--- src/rtl/csr_pkg.sv ---
// Shared CSR addresses, field positions, write masks and reset values
// for the WB-stage CSR register file.
package csr_pkg;

  localparam logic [13:0] CSR_CRMD   = 14'h000;
  localparam logic [13:0] CSR_PRMD   = 14'h001;
  localparam logic [13:0] CSR_ECFG   = 14'h004;
  localparam logic [13:0] CSR_ESTAT  = 14'h005;
  localparam logic [13:0] CSR_ERA    = 14'h006;
  localparam logic [13:0] CSR_BADV   = 14'h007;
  localparam logic [13:0] CSR_EENTRY = 14'h00C;
  localparam logic [13:0] CSR_SAVE0  = 14'h030;
  localparam logic [13:0] CSR_SAVE1  = 14'h031;
  localparam logic [13:0] CSR_SAVE2  = 14'h032;
  localparam logic [13:0] CSR_SAVE3  = 14'h033;
  localparam logic [13:0] CSR_TID    = 14'h040;
  localparam logic [13:0] CSR_TCFG   = 14'h041;
  localparam logic [13:0] CSR_TVAL   = 14'h042;
  localparam logic [13:0] CSR_TICLR  = 14'h044;

  localparam int CRMD_IE       = 2;
  localparam int PRMD_PIE      = 2;
  localparam int TCFG_EN       = 0;
  localparam int TCFG_PERIODIC = 1;

  localparam logic [31:0] CRMD_WMASK   = 32'h0000_01FF;
  localparam logic [31:0] PRMD_WMASK   = 32'h0000_0007;
  localparam logic [31:0] ECFG_WMASK   = 32'h0000_1BFF;
  localparam logic [31:0] ESTAT_WMASK  = 32'h0000_0003;
  localparam logic [31:0] EENTRY_WMASK = 32'hFFFF_FFC0;
  localparam logic [31:0] FULL_WMASK   = 32'hFFFF_FFFF;

  localparam logic [31:0] CRMD_RST = 32'h0000_0008;

  localparam logic [5:0] ECODE_INT = 6'h00;
  localparam logic [5:0] ECODE_ADE = 6'h08;

  function automatic logic [31:0] wmerge(input logic [31:0] old,
                                         input logic [31:0] wdata,
                                         input logic [31:0] m);
    return (old & ~m) | (wdata & m);
  endfunction

endpackage

--- src/rtl/csr_timer.sv ---
// TCFG/TVAL countdown timer with periodic reload and the TI flag
// (set by reaching zero, cleared by TICLR; set wins).
module csr_timer
  import csr_pkg::*;
(
  input  logic        clk,
  input  logic        rstn,
  input  logic [31:0] tcfg_m,
  input  logic [31:0] wdata,
  input  logic        ticlr,
  output logic [31:0] tcfg,
  output logic [31:0] tval,
  output logic        ti
);

  logic        tcfg_wr;
  logic        ti_set;
  logic [31:0] tcfg_nxt;
  logic [31:0] tval_nxt;

  always_comb begin
    tcfg_wr  = |tcfg_m;
    tcfg_nxt = wmerge(tcfg, wdata, tcfg_m);
    ti_set   = 1'b0;
    tval_nxt = tval;
    // A TCFG write restarts the count from the newly written InitVal.
    if (tcfg_wr) begin
      tval_nxt = {tcfg_nxt[31:2], 2'b00};
    end else if (tcfg[TCFG_EN]) begin
      if (tval != 32'h0) begin
        tval_nxt = tval - 32'd1;
        ti_set   = (tval == 32'd1);
      end else if (tcfg[TCFG_PERIODIC]) begin
        tval_nxt = {tcfg[31:2], 2'b00};
      end
    end
  end

  always_ff @(posedge clk) begin
    if (!rstn) begin
      tcfg <= '0;
      tval <= '0;
      ti   <= 1'b0;
    end else begin
      tcfg <= tcfg_nxt;
      tval <= tval_nxt;
      ti   <= ti_set | (ti & ~ticlr);
    end
  end

endmodule

--- src/rtl/csr_file_wb.sv ---
// WB-stage CSR register file: software/exception updates, combinational
// read port, level interrupt request, redirect target and counters.
module csr_file_wb
  import csr_pkg::*;
#(
  parameter logic [31:0] EENTRY_RST = 32'h0,
  parameter logic [31:0] TID_RST    = 32'h0
) (
  input  logic        clk,
  input  logic        rstn,
  input  logic [13:0] rd_addr,
  output logic [31:0] rd_data,
  input  logic [13:0] WB_csr_waddr,
  input  logic [31:0] WB_csr_we,
  input  logic [31:0] WB_csr_wdata,
  input  logic [6:0]  WB_ecode_in,
  input  logic        WB_ecode_we,
  input  logic [31:0] WB_badv_in,
  input  logic        WB_badv_we,
  input  logic [31:0] WB_era_in,
  input  logic        WB_era_we,
  input  logic        WB_store_state,
  input  logic        WB_restore_state,
  input  logic        WB_eentry_en,
  input  logic        WB_era_en,
  input  logic        WB_flush_csr,
  input  logic [31:0] WB_flush_csr_pc,
  input  logic [7:0]  hw_int,
  output logic        interrupt,
  output logic        redirect_valid,
  output logic [31:0] redirect_pc,
  output logic [1:0]  crmd_plv,
  output logic        crmd_ie,
  output logic [63:0] rdcntv,
  output logic [31:0] rdcntid
);

  logic [31:0] crmd, prmd, ecfg, era, badv, eentry, tid;
  logic [31:0] save_r [4];
  logic [1:0]  is_sw;
  logic [7:0]  is_hw;
  logic [5:0]  ecode;
  logic [8:0]  esubcode;
  logic [63:0] cnt;
  logic [31:0] tcfg, tval, estat;
  logic        ti;

  logic [31:0] m_crmd, m_prmd, m_ecfg, m_era, m_badv, m_eentry, m_save, m_tid, m_tcfg;
  logic [1:0]  m_estat;
  logic        ticlr_wr;
  logic [31:0] crmd_nxt, prmd_nxt;

  assign m_crmd   = (WB_csr_waddr == CSR_CRMD)   ? (WB_csr_we & CRMD_WMASK)   : '0;
  assign m_prmd   = (WB_csr_waddr == CSR_PRMD)   ? (WB_csr_we & PRMD_WMASK)   : '0;
  assign m_ecfg   = (WB_csr_waddr == CSR_ECFG)   ? (WB_csr_we & ECFG_WMASK)   : '0;
  assign m_estat  = (WB_csr_waddr == CSR_ESTAT)  ? (WB_csr_we[1:0] & ESTAT_WMASK[1:0]) : '0;
  assign m_era    = (WB_csr_waddr == CSR_ERA)    ? (WB_csr_we & FULL_WMASK)   : '0;
  assign m_badv   = (WB_csr_waddr == CSR_BADV)   ? (WB_csr_we & FULL_WMASK)   : '0;
  assign m_eentry = (WB_csr_waddr == CSR_EENTRY) ? (WB_csr_we & EENTRY_WMASK) : '0;
  assign m_tid    = (WB_csr_waddr == CSR_TID)    ? (WB_csr_we & FULL_WMASK)   : '0;
  assign m_tcfg   = (WB_csr_waddr == CSR_TCFG)   ? (WB_csr_we & FULL_WMASK)   : '0;
  assign m_save   = (WB_csr_waddr[13:2] == CSR_SAVE0[13:2]) ? WB_csr_we : '0;
  assign ticlr_wr = (WB_csr_waddr == CSR_TICLR) & WB_csr_we[0] & WB_csr_wdata[0];

  // Exception entry/ERTN override the software write on PLV/IE fields.
  always_comb begin
    crmd_nxt = wmerge(crmd, WB_csr_wdata, m_crmd);
    prmd_nxt = wmerge(prmd, WB_csr_wdata, m_prmd);
    if (WB_store_state) begin
      prmd_nxt[1:0]      = crmd[1:0];
      prmd_nxt[PRMD_PIE] = crmd[CRMD_IE];
      crmd_nxt[1:0]      = 2'b00;
      crmd_nxt[CRMD_IE]  = 1'b0;
    end else if (WB_restore_state) begin
      crmd_nxt[1:0]     = prmd[1:0];
      crmd_nxt[CRMD_IE] = prmd[PRMD_PIE];
    end
  end

  always_ff @(posedge clk) begin
    if (!rstn) begin
      crmd     <= CRMD_RST;
      prmd     <= '0;
      ecfg     <= '0;
      is_sw    <= '0;
      is_hw    <= '0;
      ecode    <= '0;
      esubcode <= '0;
      era      <= '0;
      badv     <= '0;
      eentry   <= EENTRY_RST & EENTRY_WMASK;
      tid      <= TID_RST;
      for (int i = 0; i < 4; i++) save_r[i] <= '0;
      cnt      <= '0;
    end else begin
      crmd  <= crmd_nxt;
      prmd  <= prmd_nxt;
      ecfg  <= wmerge(ecfg, WB_csr_wdata, m_ecfg);
      is_sw <= (is_sw & ~m_estat) | (WB_csr_wdata[1:0] & m_estat);
      is_hw <= hw_int;
      if (WB_ecode_we) begin
        ecode    <= WB_ecode_in[5:0];
        esubcode <= {8'b0, WB_ecode_in[6]};
      end
      era    <= WB_era_we  ? WB_era_in  : wmerge(era, WB_csr_wdata, m_era);
      badv   <= WB_badv_we ? WB_badv_in : wmerge(badv, WB_csr_wdata, m_badv);
      eentry <= wmerge(eentry, WB_csr_wdata, m_eentry);
      tid    <= wmerge(tid, WB_csr_wdata, m_tid);
      for (int i = 0; i < 4; i++)
        if (WB_csr_waddr[1:0] == 2'(i))
          save_r[i] <= wmerge(save_r[i], WB_csr_wdata, m_save);
      cnt <= cnt + 64'd1;
    end
  end

  csr_timer u_timer (
    .clk    (clk),
    .rstn   (rstn),
    .tcfg_m (m_tcfg),
    .wdata  (WB_csr_wdata),
    .ticlr  (ticlr_wr),
    .tcfg   (tcfg),
    .tval   (tval),
    .ti     (ti)
  );

  // IS[12] and IS[10] are never raised here.
  assign estat = {1'b0, esubcode, ecode, 3'b000, 1'b0, ti, 1'b0, is_hw, is_sw};

  always_comb begin
    rd_data = '0;
    case (rd_addr)
      CSR_CRMD:   rd_data = crmd;
      CSR_PRMD:   rd_data = prmd;
      CSR_ECFG:   rd_data = ecfg;
      CSR_ESTAT:  rd_data = estat;
      CSR_ERA:    rd_data = era;
      CSR_BADV:   rd_data = badv;
      CSR_EENTRY: rd_data = eentry;
      CSR_SAVE0:  rd_data = save_r[0];
      CSR_SAVE1:  rd_data = save_r[1];
      CSR_SAVE2:  rd_data = save_r[2];
      CSR_SAVE3:  rd_data = save_r[3];
      CSR_TID:    rd_data = tid;
      CSR_TCFG:   rd_data = tcfg;
      CSR_TVAL:   rd_data = tval;
      default:    rd_data = '0;
    endcase
  end

  assign interrupt      = crmd[CRMD_IE] & |(estat[12:0] & ecfg[12:0]);
  assign redirect_valid = WB_flush_csr;
  assign redirect_pc    = WB_eentry_en ? eentry : (WB_era_en ? era : WB_flush_csr_pc);
  assign crmd_plv       = crmd[1:0];
  assign crmd_ie        = crmd[CRMD_IE];
  assign rdcntv         = cnt;
  assign rdcntid        = tid;

endmodule

--- config.mk ---
export PLATFORM = sky130hd
export DESIGN_NAME = csr_file_wb
export DESIGN_NICKNAME = d
export VERILOG_FILES = /design/src/rtl/csr_pkg.sv /design/src/rtl/csr_timer.sv /design/src/rtl/csr_file_wb.sv
export SDC_FILE = /design/constraint.sdc
export NUM_CORES = 1
export LEC_CHECK = 0
export CAP_MARGIN = 10
export CORE_MARGIN = 1
export CORE_UTILIZATION = 32
export DETAILED_ROUTE_END_ITERATION = 8
export PLACE_DENSITY = 0.64
export SETUP_SLACK_MARGIN = 0.02
export SLEW_MARGIN = 40
export SYNTH_ARGS = -nofsm -noshare
export SYNTH_HDL_FRONTEND = slang
export SYNTH_SLANG_ARGS = --single-unit
export TNS_END_PERCENT = 5
--- constraint.sdc ---
create_clock -name clk -period 8.36 [get_ports clk]
set_input_delay 1.672 -clock clk [delete_from_list [all_inputs] [get_ports clk]]
set_output_delay 1.672 -clock clk [all_outputs]
set_load 0.005 [all_outputs]
==> metrics, run 1 <==
Final Cycle Share 0.841; row count 96; starting density of the core 0.323; Mapped Nets 2726; mean number of vias per cell 5.79; Worst Setup Start Kind input pin; CTS tree built; Post-DP HPWL 67500 µm; pwr/cell area 169 mW/mm²; M3 GR Usage 0.0838; 1st-iter DRT viols 3010; Worst-Skew Late Latency 600 ps; Hold Vio Cnt, Final 0; critical path type in -> out; fin crit period 7030 ps; Post-Syn Area per Cell 8.82 µm²; commonest non-fill, non-tap cell in the layout nand2_1; global route total overflow 0; Slew Limit Fails 0; final core utilization 0.410; most frequent cells in the layout nand2_1 (421), clkdlybuf4s50_1 (370), dfxtp_1 (292), a21oi_1 (200), mux2i_1 (140); Worst-path clk slew 60 ps; Post-synth EDFFs 128; # nets final 2986; Slew headroom 0.447; Synth Instances 2509; CP Data Arrival Time 5360 ps; routed wire length 93400 µm; post-cts hold buffer count 0; Post-synth ARST share 0; GR Util met1 0.374; fillers 6754; first-pass GRT wire length 135000 µm; post-route ant nets 0; maximum clock rate 0.142 GHz; Worst Skew 17.7 ps; Root Buffer clkbuf_16; Post-CTS Setup Inserts 0; WL per Instance 25.3 µm; post_cts resized 0; Worst Setup End Kind output port; largest net degree at the start of global routing 95; Die Width 265 µm; Die H 265 µm; gr busiest metal met1; max_cap viols 0; Synthesis Warnings 0; overall power 0.00475 W; Hold Crit Class reg -> reg; Reg2Reg Setup Slack 4620 ps; DRC viols 0; grt met2 use 0.358; synthesized cell area 0.0221 mm²; I/O pin cnt 378; synth unique cells 72; reg-to-reg critical path endpoint u_timer.tval[21]$_SDFFE_PN0P_; synthesized flop and latch total 420; CP required 6690 ps; Max H-tree Level 2; setup tns final 0 ps; vias post-DR 21400; R2R cell count 6; Slew @ Worst Pin 829 ps; Die Area 0.0702 mm²; vias in the first global route 19400; number of port buffers 375; r2r startpoint u_timer.tval[19]$_SDFFE_PN0P_; Overall Global Routing Usage 0.256; Routability Congestion 1.04; final setup violation count 0; total CTS buffers 49; share of cells above drive strength 1 0.0673; Syn-to-layout area delta 27.0%; status completed; core area 0.0685 mm²; Hold Crit Start rdcntv[0]$_SDFF_PN0_; Max FO, Critical Path 14; Seq/Total Area, Yosys 0.438; beginning of the critical path rd_addr[7]; maximum vdd drop 150 µV; initial antenna violation count 19; Top FF cell, synth dfxtp_1; RSZ-0062 raised after global routing no; drt pass-1 iters 8; maximum clock insertion buffer count 3; Leak 10.2 nW; hold depth 1; end of the worst hold path rdcntv[0]$_SDFF_PN0_; clock sinks 420
per-layer routing:
layer / vias to the layer above / routed length, µm
met5: - / 195
met4: 30 / 2330
met3: 175 / 12300
met2: 1356 / 37500
met1: 10100 / 41100
li1: 9712 / -
Yosys cell counts, types with 50 or more instances:
cell	count	area, µm²
clkbuf_1	162	608
o21ai_0	127	636
a22oi_1	86	646
nand3_1	125	626
nand2_1	426	1600
and2_1	67	419
a21oi_1	200	1000
nor3_1	50	250
edfxtp_1	128	3840
nor2b_1	74	463
a21boi_0	99	743
dfxtp_1	292	5850
mux2i_1	140	1400
worst max-delay path by stage:
stage                             end  cells after the start  slack [ps]
final                     rd_data[15]                      8        1330
after global routing      rd_data[14]                      8        1270
after CTS                 rd_data[23]                      8        1390
after detailed placement  rd_data[23]                      8        1390
after global placement    rd_data[11]                      7        1220
after floorplan            rd_data[6]                      7        3010
report_power, final:
group / total (W) / internal (W) / switching (W)
Clock: 0.00210 / 0.00118 / 0.000921
Sequential: 0.00222 / 0.00217 / 0.0000561
Combinational: 0.000426 / 0.000181 / 0.000245
final cells by class:
type / count / area (µm²) / area share
inverter: 22 / 82.6 / 0.00294
antenna: 4 / 10.0 / 0.000356
sequential: 420 / 9690 / 0.345
clock inverter: 24 / 185 / 0.00659
tap: 882 / 1100 / 0.0393
timing repair buffer: 410 / 4000 / 0.143
clock buffer: 66 / 1330 / 0.0473
multi-input combinational: 1866 / 11700 / 0.416
metrics by stage:
stage | cells | hold slack, ps | area, µm² | setup slack, ps
floorplan | 2509 | 440 | 22100 | 3010
global placement | 3600 | 454 | 26500 | 1220
detailed placement | 3600 | 462 | 26600 | 1390
CTS | 3690 | 476 | 28100 | 1390
global route | 3690 | 500 | 28100 | 1270
finish | 3694 | 472 | 28100 | 1330
worst max-delay path, stage by stage:
cell and delay, ps:
clkdlybuf4s50_1 450, or4_1 680, or4_1 700, nor2_2 640, buf_4 360, a22oi_1 120, nand4_1 190, clkdlybuf4s50_1 530
logic make-up after synthesis:
family / Yosys count / share of synthesized area
compound gates: 685 / 0.201
xor+xnor: 78 / 0.0309
fa+ha+maj: 4 / 0.00226
buf+inv: 223 / 0.0402
flops: 420 / 0.438
mux: 162 / 0.0776
simple gates: 937 / 0.210
(Power assumes the default switching activity.)
==> run 2: changes to the inputs <==
==> constraint.sdc (replaced) <==
create_clock -name clk -period 7.19 [get_ports clk]
set_input_delay 1.438 -clock clk [delete_from_list [all_inputs] [get_ports clk]]
set_output_delay 1.438 -clock clk [all_outputs]
set_load 0.005 [all_outputs]
==> metrics, run 2 (same netlist as run 1, synthesis figures left out) <==
number of port buffers 375; CP required 5750 ps; Die Area 0.0702 mm²; first-pass GRT wire length 135000 µm; Worst Skew 33.2 ps; commonest non-fill, non-tap cell in the layout nand2_1; Hold Vio Cnt, Final 0; Slew Limit Fails 0; mean number of vias per cell 5.76; I/O pin cnt 378; placed insts 3604; Post-CTS Setup Inserts 0; post-cts hold buffer count 0; overall power 0.00559 W; setup tns final 0 ps; fin crit period 6340 ps; maximum clock insertion buffer count 3; Worst-Skew Late Latency 600 ps; routed wire length 93700 µm; Root Buffer clkbuf_16; vias in the first global route 19300; starting density of the core 0.323; Worst-path clk slew 50 ps; share of cells above drive strength 1 0.0693; 1st-iter DRT viols 2283; vias post-DR 21300; drt pass-1 iters 8; count of non-filler cells in the finished layout 3697; total CTS buffers 49; Syn-to-layout area delta 27.5%; DRC viols 0; post_cts resized 0; maximum clock rate 0.158 GHz; Die H 265 µm; Worst Setup End Kind output port; Die Width 265 µm; Routability Congestion 1.01; RSZ-0062 raised after global routing no; CTS tree built; CP Data Arrival Time 4900 ps; global route total overflow 0; WL per Instance 25.3 µm; critical path type in -> out; Post-DP HPWL 67700 µm; post-route ant nets 0; Final Cycle Share 0.881; Max FO, Critical Path 12; # nets final 2991; core area 0.0685 mm²; Overall Global Routing Usage 0.258; Max H-tree Level 2; max_cap viols 0; largest net degree at the start of global routing 194; Slew headroom 0.456; pwr/cell area 198 mW/mm²; Leak 10.3 nW; Worst Setup Start Kind input pin; final setup violation count 0; clock sinks 420; maximum vdd drop 160 µV; Hold Crit Class reg -> reg; status completed; initial antenna violation count 18; row count 96; most frequent cells in the layout nand2_1 (422), clkdlybuf4s50_1 (370), dfxtp_1 (292), a21oi_1 (200), mux2i_1 (140); Slew @ Worst Pin 816 ps
-- run 2: final timing paths --
| path | from | to | slack (ps) | cells after the start |
|---|---|---|---|---|
| hold reg to reg | rdcntv[0]$_SDFF_PN0_ | rdcntv[0]$_SDFF_PN0_ | 470 | 1 |
| setup reg to reg | u_timer.tval[19]$_SDFFE_PN0P_ | u_timer.tval[17]$_SDFFE_PN0P_ | 3440 | 6 |
| setup / recovery | rd_addr[11] | rd_data[9] | 850 | 7 |
| hold / removal | rdcntv[0]$_SDFF_PN0_ | rdcntv[0]$_SDFF_PN0_ | 470 | 1 |
-- run 2: metrics by stage --
| stage | hold slack (ps) | worst slack [ps] | instance area [µm²] | util |
|---|---|---|---|---|
| 6_report | 470 | 853 | 28200 | 0.412 |
| 5_1_grt | 515 | 791 | 28200 | 0.412 |
| 4_1_cts | 470 | 932 | 28200 | 0.411 |
| 3_5_place_dp | 455 | 940 | 26600 | 0.388 |
| 3_3_place_gp | 452 | 954 | 26500 | 0.387 |
| 2_1_floorplan | 440 | 2310 | 22100 | - |
-- run 2: layer usage --
layer / wire (µm) / track usage / part of all wire
met1: 40900 / 0.369 / 0.44
met4: 2320 / 0.0634 / 0.025
met5: 184 / 0 / 0.0020
met3: 12200 / 0.0974 / 0.13
met2: 38000 / 0.361 / 0.41
-- run 2: final cells by class --
cell class,instances,area (µm²)
inverter,22,82.6
multi-input combinational,1866,11700
antenna,2,5.00
clock buffer,72,1440
sequential,420,9690
clock inverter,18,154
timing repair buffer,415,4070
tap,882,1100
fill,6802,40300
-- run 2: critical path: stages --
cell and delay, ps:
clkdlybuf4s50_1 390, or4_1 540, or4_1 740, nor2_2 550, a22oi_1 170, o2111ai_1 460, clkdlybuf4s50_1 600
-- run 2: power breakdown --
part,internal (W),switching (W)
clock network,0.00145,0.00105
logic,0.000211,0.000283
registers,0.00252,0.0000656
==> RTL change: new RTL, flow settings as in run 1 <==
Put one more register stage on the output `rdcntv`, cleared by the reset. The value now appears one clock later. The other outputs are not delayed to match.
--- a/src/rtl/csr_file_wb.sv
+++ b/src/rtl/csr_file_wb.sv
@@ -154,5 +154,11 @@
   assign crmd_plv       = crmd[1:0];
   assign crmd_ie        = crmd[CRMD_IE];
-  assign rdcntv         = cnt;
+  always_ff @(posedge clk) begin
+    if (!rstn) begin
+      rdcntv <= '0;
+    end else begin
+      rdcntv <= cnt;
+    end
+  end
   assign rdcntid        = tid;
 
Formal check against the unedited RTL: not equivalent (Yosys sat finds a counterexample within 4 cycles, from zero or initial values and one cycle with rstn low).
==> RTL change against run 1 <==
Wire length rose by 15%. The run now ends with design-rule violations left. Design area rose by 7.9%. Synthesized area rose by 8.0%. Power rose by 14%. Critical endpoint is now rd_data[22]. Global-route usage rose by 1.5 points. Count of clock-buffer cells in the layout rose by 5. Register-to-register slack improved by 0.59 ns. Final cell count rose by 6.8%. Setup slack got worse by 0.016 ns. Highest routed layer unchanged. Sequential cell count rose by 64. Worst hold slack barely moved.
==> RTL change: results (changes against run 1) <==
* CP arrival at 5.38 ns (was 5.36 ns)
* Synth Area in Adders at 0.209% (was 0.226%)
* Synth cell count leaders: dfxtp_1, nor2_1, nand2_1, a21oi_1, mux2i_1 (was nand2_1, dfxtp_1, a21oi_1, clkbuf_1, mux2i_1)
* NumNets Final at 3153 (was 2986)
* # diodes at 7 (was 4)
* Multi-input combinational area share at 40.0% (was 41.6%)
* Register area share after synthesis at 45.9% (was 43.8%)
* Skew final at 0.0227 ns (was 0.0177 ns)
* Comb_multi_in at 1957 (was 1866)
* Syn_nets at 2887 (was 2726)
* Post-synthesis xor/xnor area fraction at 2.31% (was 3.09%)
* Non-clk bufs at 427 (was 410)
* Failing checks: design-rule violations
* Sequential Area at 11000 µm² (was 9690 µm²)
* Place WS at 1.31 ns (was 1.39 ns)
* Dpl cell area at 28500 µm² (was 26600 µm²)
* Non-clock buffer share at 13.7% (was 14.3%)
* RePlAce Congestion at 0.997 (was 1.04)
* Crit Path Max Fanout at 21 (was 14)
* Tightest Pin Transition at 0.987 ns (was 0.829 ns)
* Placed wire-length estimate at 73.8 mm (was 67.5 mm)
* TritonRoute pass-1 iters at 9 (was 8)
* Total Wirelength at 107 mm (was 93.4 mm)
* Netlist cell types at 80 (was 72)
* Aggregate global-route resource usage at 27.2% (was 25.6%)
* Worst skew pair latency at 0.63 ns (was 0.60 ns)
* Synth Area per Inst at 8.95 µm² (was 8.82 µm²)
* First-pass GRT wire length at 151 mm (was 135 mm)
* Fraction of registers with async set/reset at 0% (unchanged)
* Invs w/o clock at 13 (was 22)
* Post-Place Cells at 3840 (was 3600)
* Post-synthesis mux area share at 9.94% (was 7.76%)
* CTS root buf: clkbuf_16 (unchanged)
* DRC viols at 10 (was 0)
* Sequential cell count at 484 (was 420)
* Largest net degree at the start of global routing at 88 (was 95)
* Clock power share at 45.1% (was 44.2%)
* Reg power frac at 46.9% (was 46.8%)
* Die Area at 75800 µm² (was 70200 µm²)
* Detailed Route Iter0 Violations at 3060 (was 3010)
* Switching pwr at 0.00138 W (was 0.00122 W)
* Vias/cell at 5.89 (was 5.79)
* Total CTS buffers at 53 (was 49)
* Initial antenna violation count at 26 (was 19)
* Fill cells at 7288 (was 6754)
* Clk slew on worst S/H paths at 0.06 ns (about the same)
* Status: complete, but fails checks (was completed)
* Vias in the first global route at 21.5k (was 19.4k)
* Compound-Gate Fraction of Synth Area at 15.8% (was 20.1%)
* Layout cells sized above 1 at 7.05% (was 6.73%)
* Clkbuf count at 71 (was 66)
* Final clock-cell share at 5.93% (was 5.39%)
* P_leak at 11.7 nW (was 10.2 nW)
* Largest cells by area after synthesis: dfxtp_1, edfxtp_1, mux2i_1 (was dfxtp_1, edfxtp_1, nand2_1)
* Crit path largest cell delay at 0.75 ns (was 0.70 ns)
* H-tree levels at 2 (unchanged)
* VDD IR max at 0.000143 V (was 0.000150 V)
* Multi-input logic area at 12100 µm² (was 11700 µm²)
* Logic power comb at between 0.0004 and 0.0005 W
* Post-route insts no fill at 3945 (was 3694)
## RTL change: cell count changes after synthesis, sizes merged, moves of 37 or more
| cell | run 1 | this run |
|---|---|---|
| nor2 | 42 | 347 |
| a31oi | 43 | 1 |
| a21oi | 200 | 255 |
| mux2i | 140 | 225 |
| a22oi | 87 | 44 |
| and3 | 18 | 55 |
| nand4 | 39 | 114 |
| dfxtp | 292 | 356 |
| nor2b | 74 | 11 |
| a21boi | 99 | 5 |
| nand2 | 426 | 258 |
| nand3 | 125 | 60 |
## RTL change: final timing paths
path                                       start               end  slack [ns]  cells after the start
worst max-delay path                 rd_addr[11]       rd_data[22]        1.31                      8
worst min-delay path                    register          register        0.47                      2
worst max register to register  u_timer.tval[11]  u_timer.tval[15]        5.21                      6
worst min register to register          register          register        0.47                      2
## RTL change: layer usage
metal  vias to the layer above  GRT usage, %  routed length (µm)
met4                        32          15.7                6830
met5                         -             0                 187
met3                       320          9.70               14600
li1                      10302             -                   -
met2                      1582          40.9               45200
met1                     10984          33.4               40300
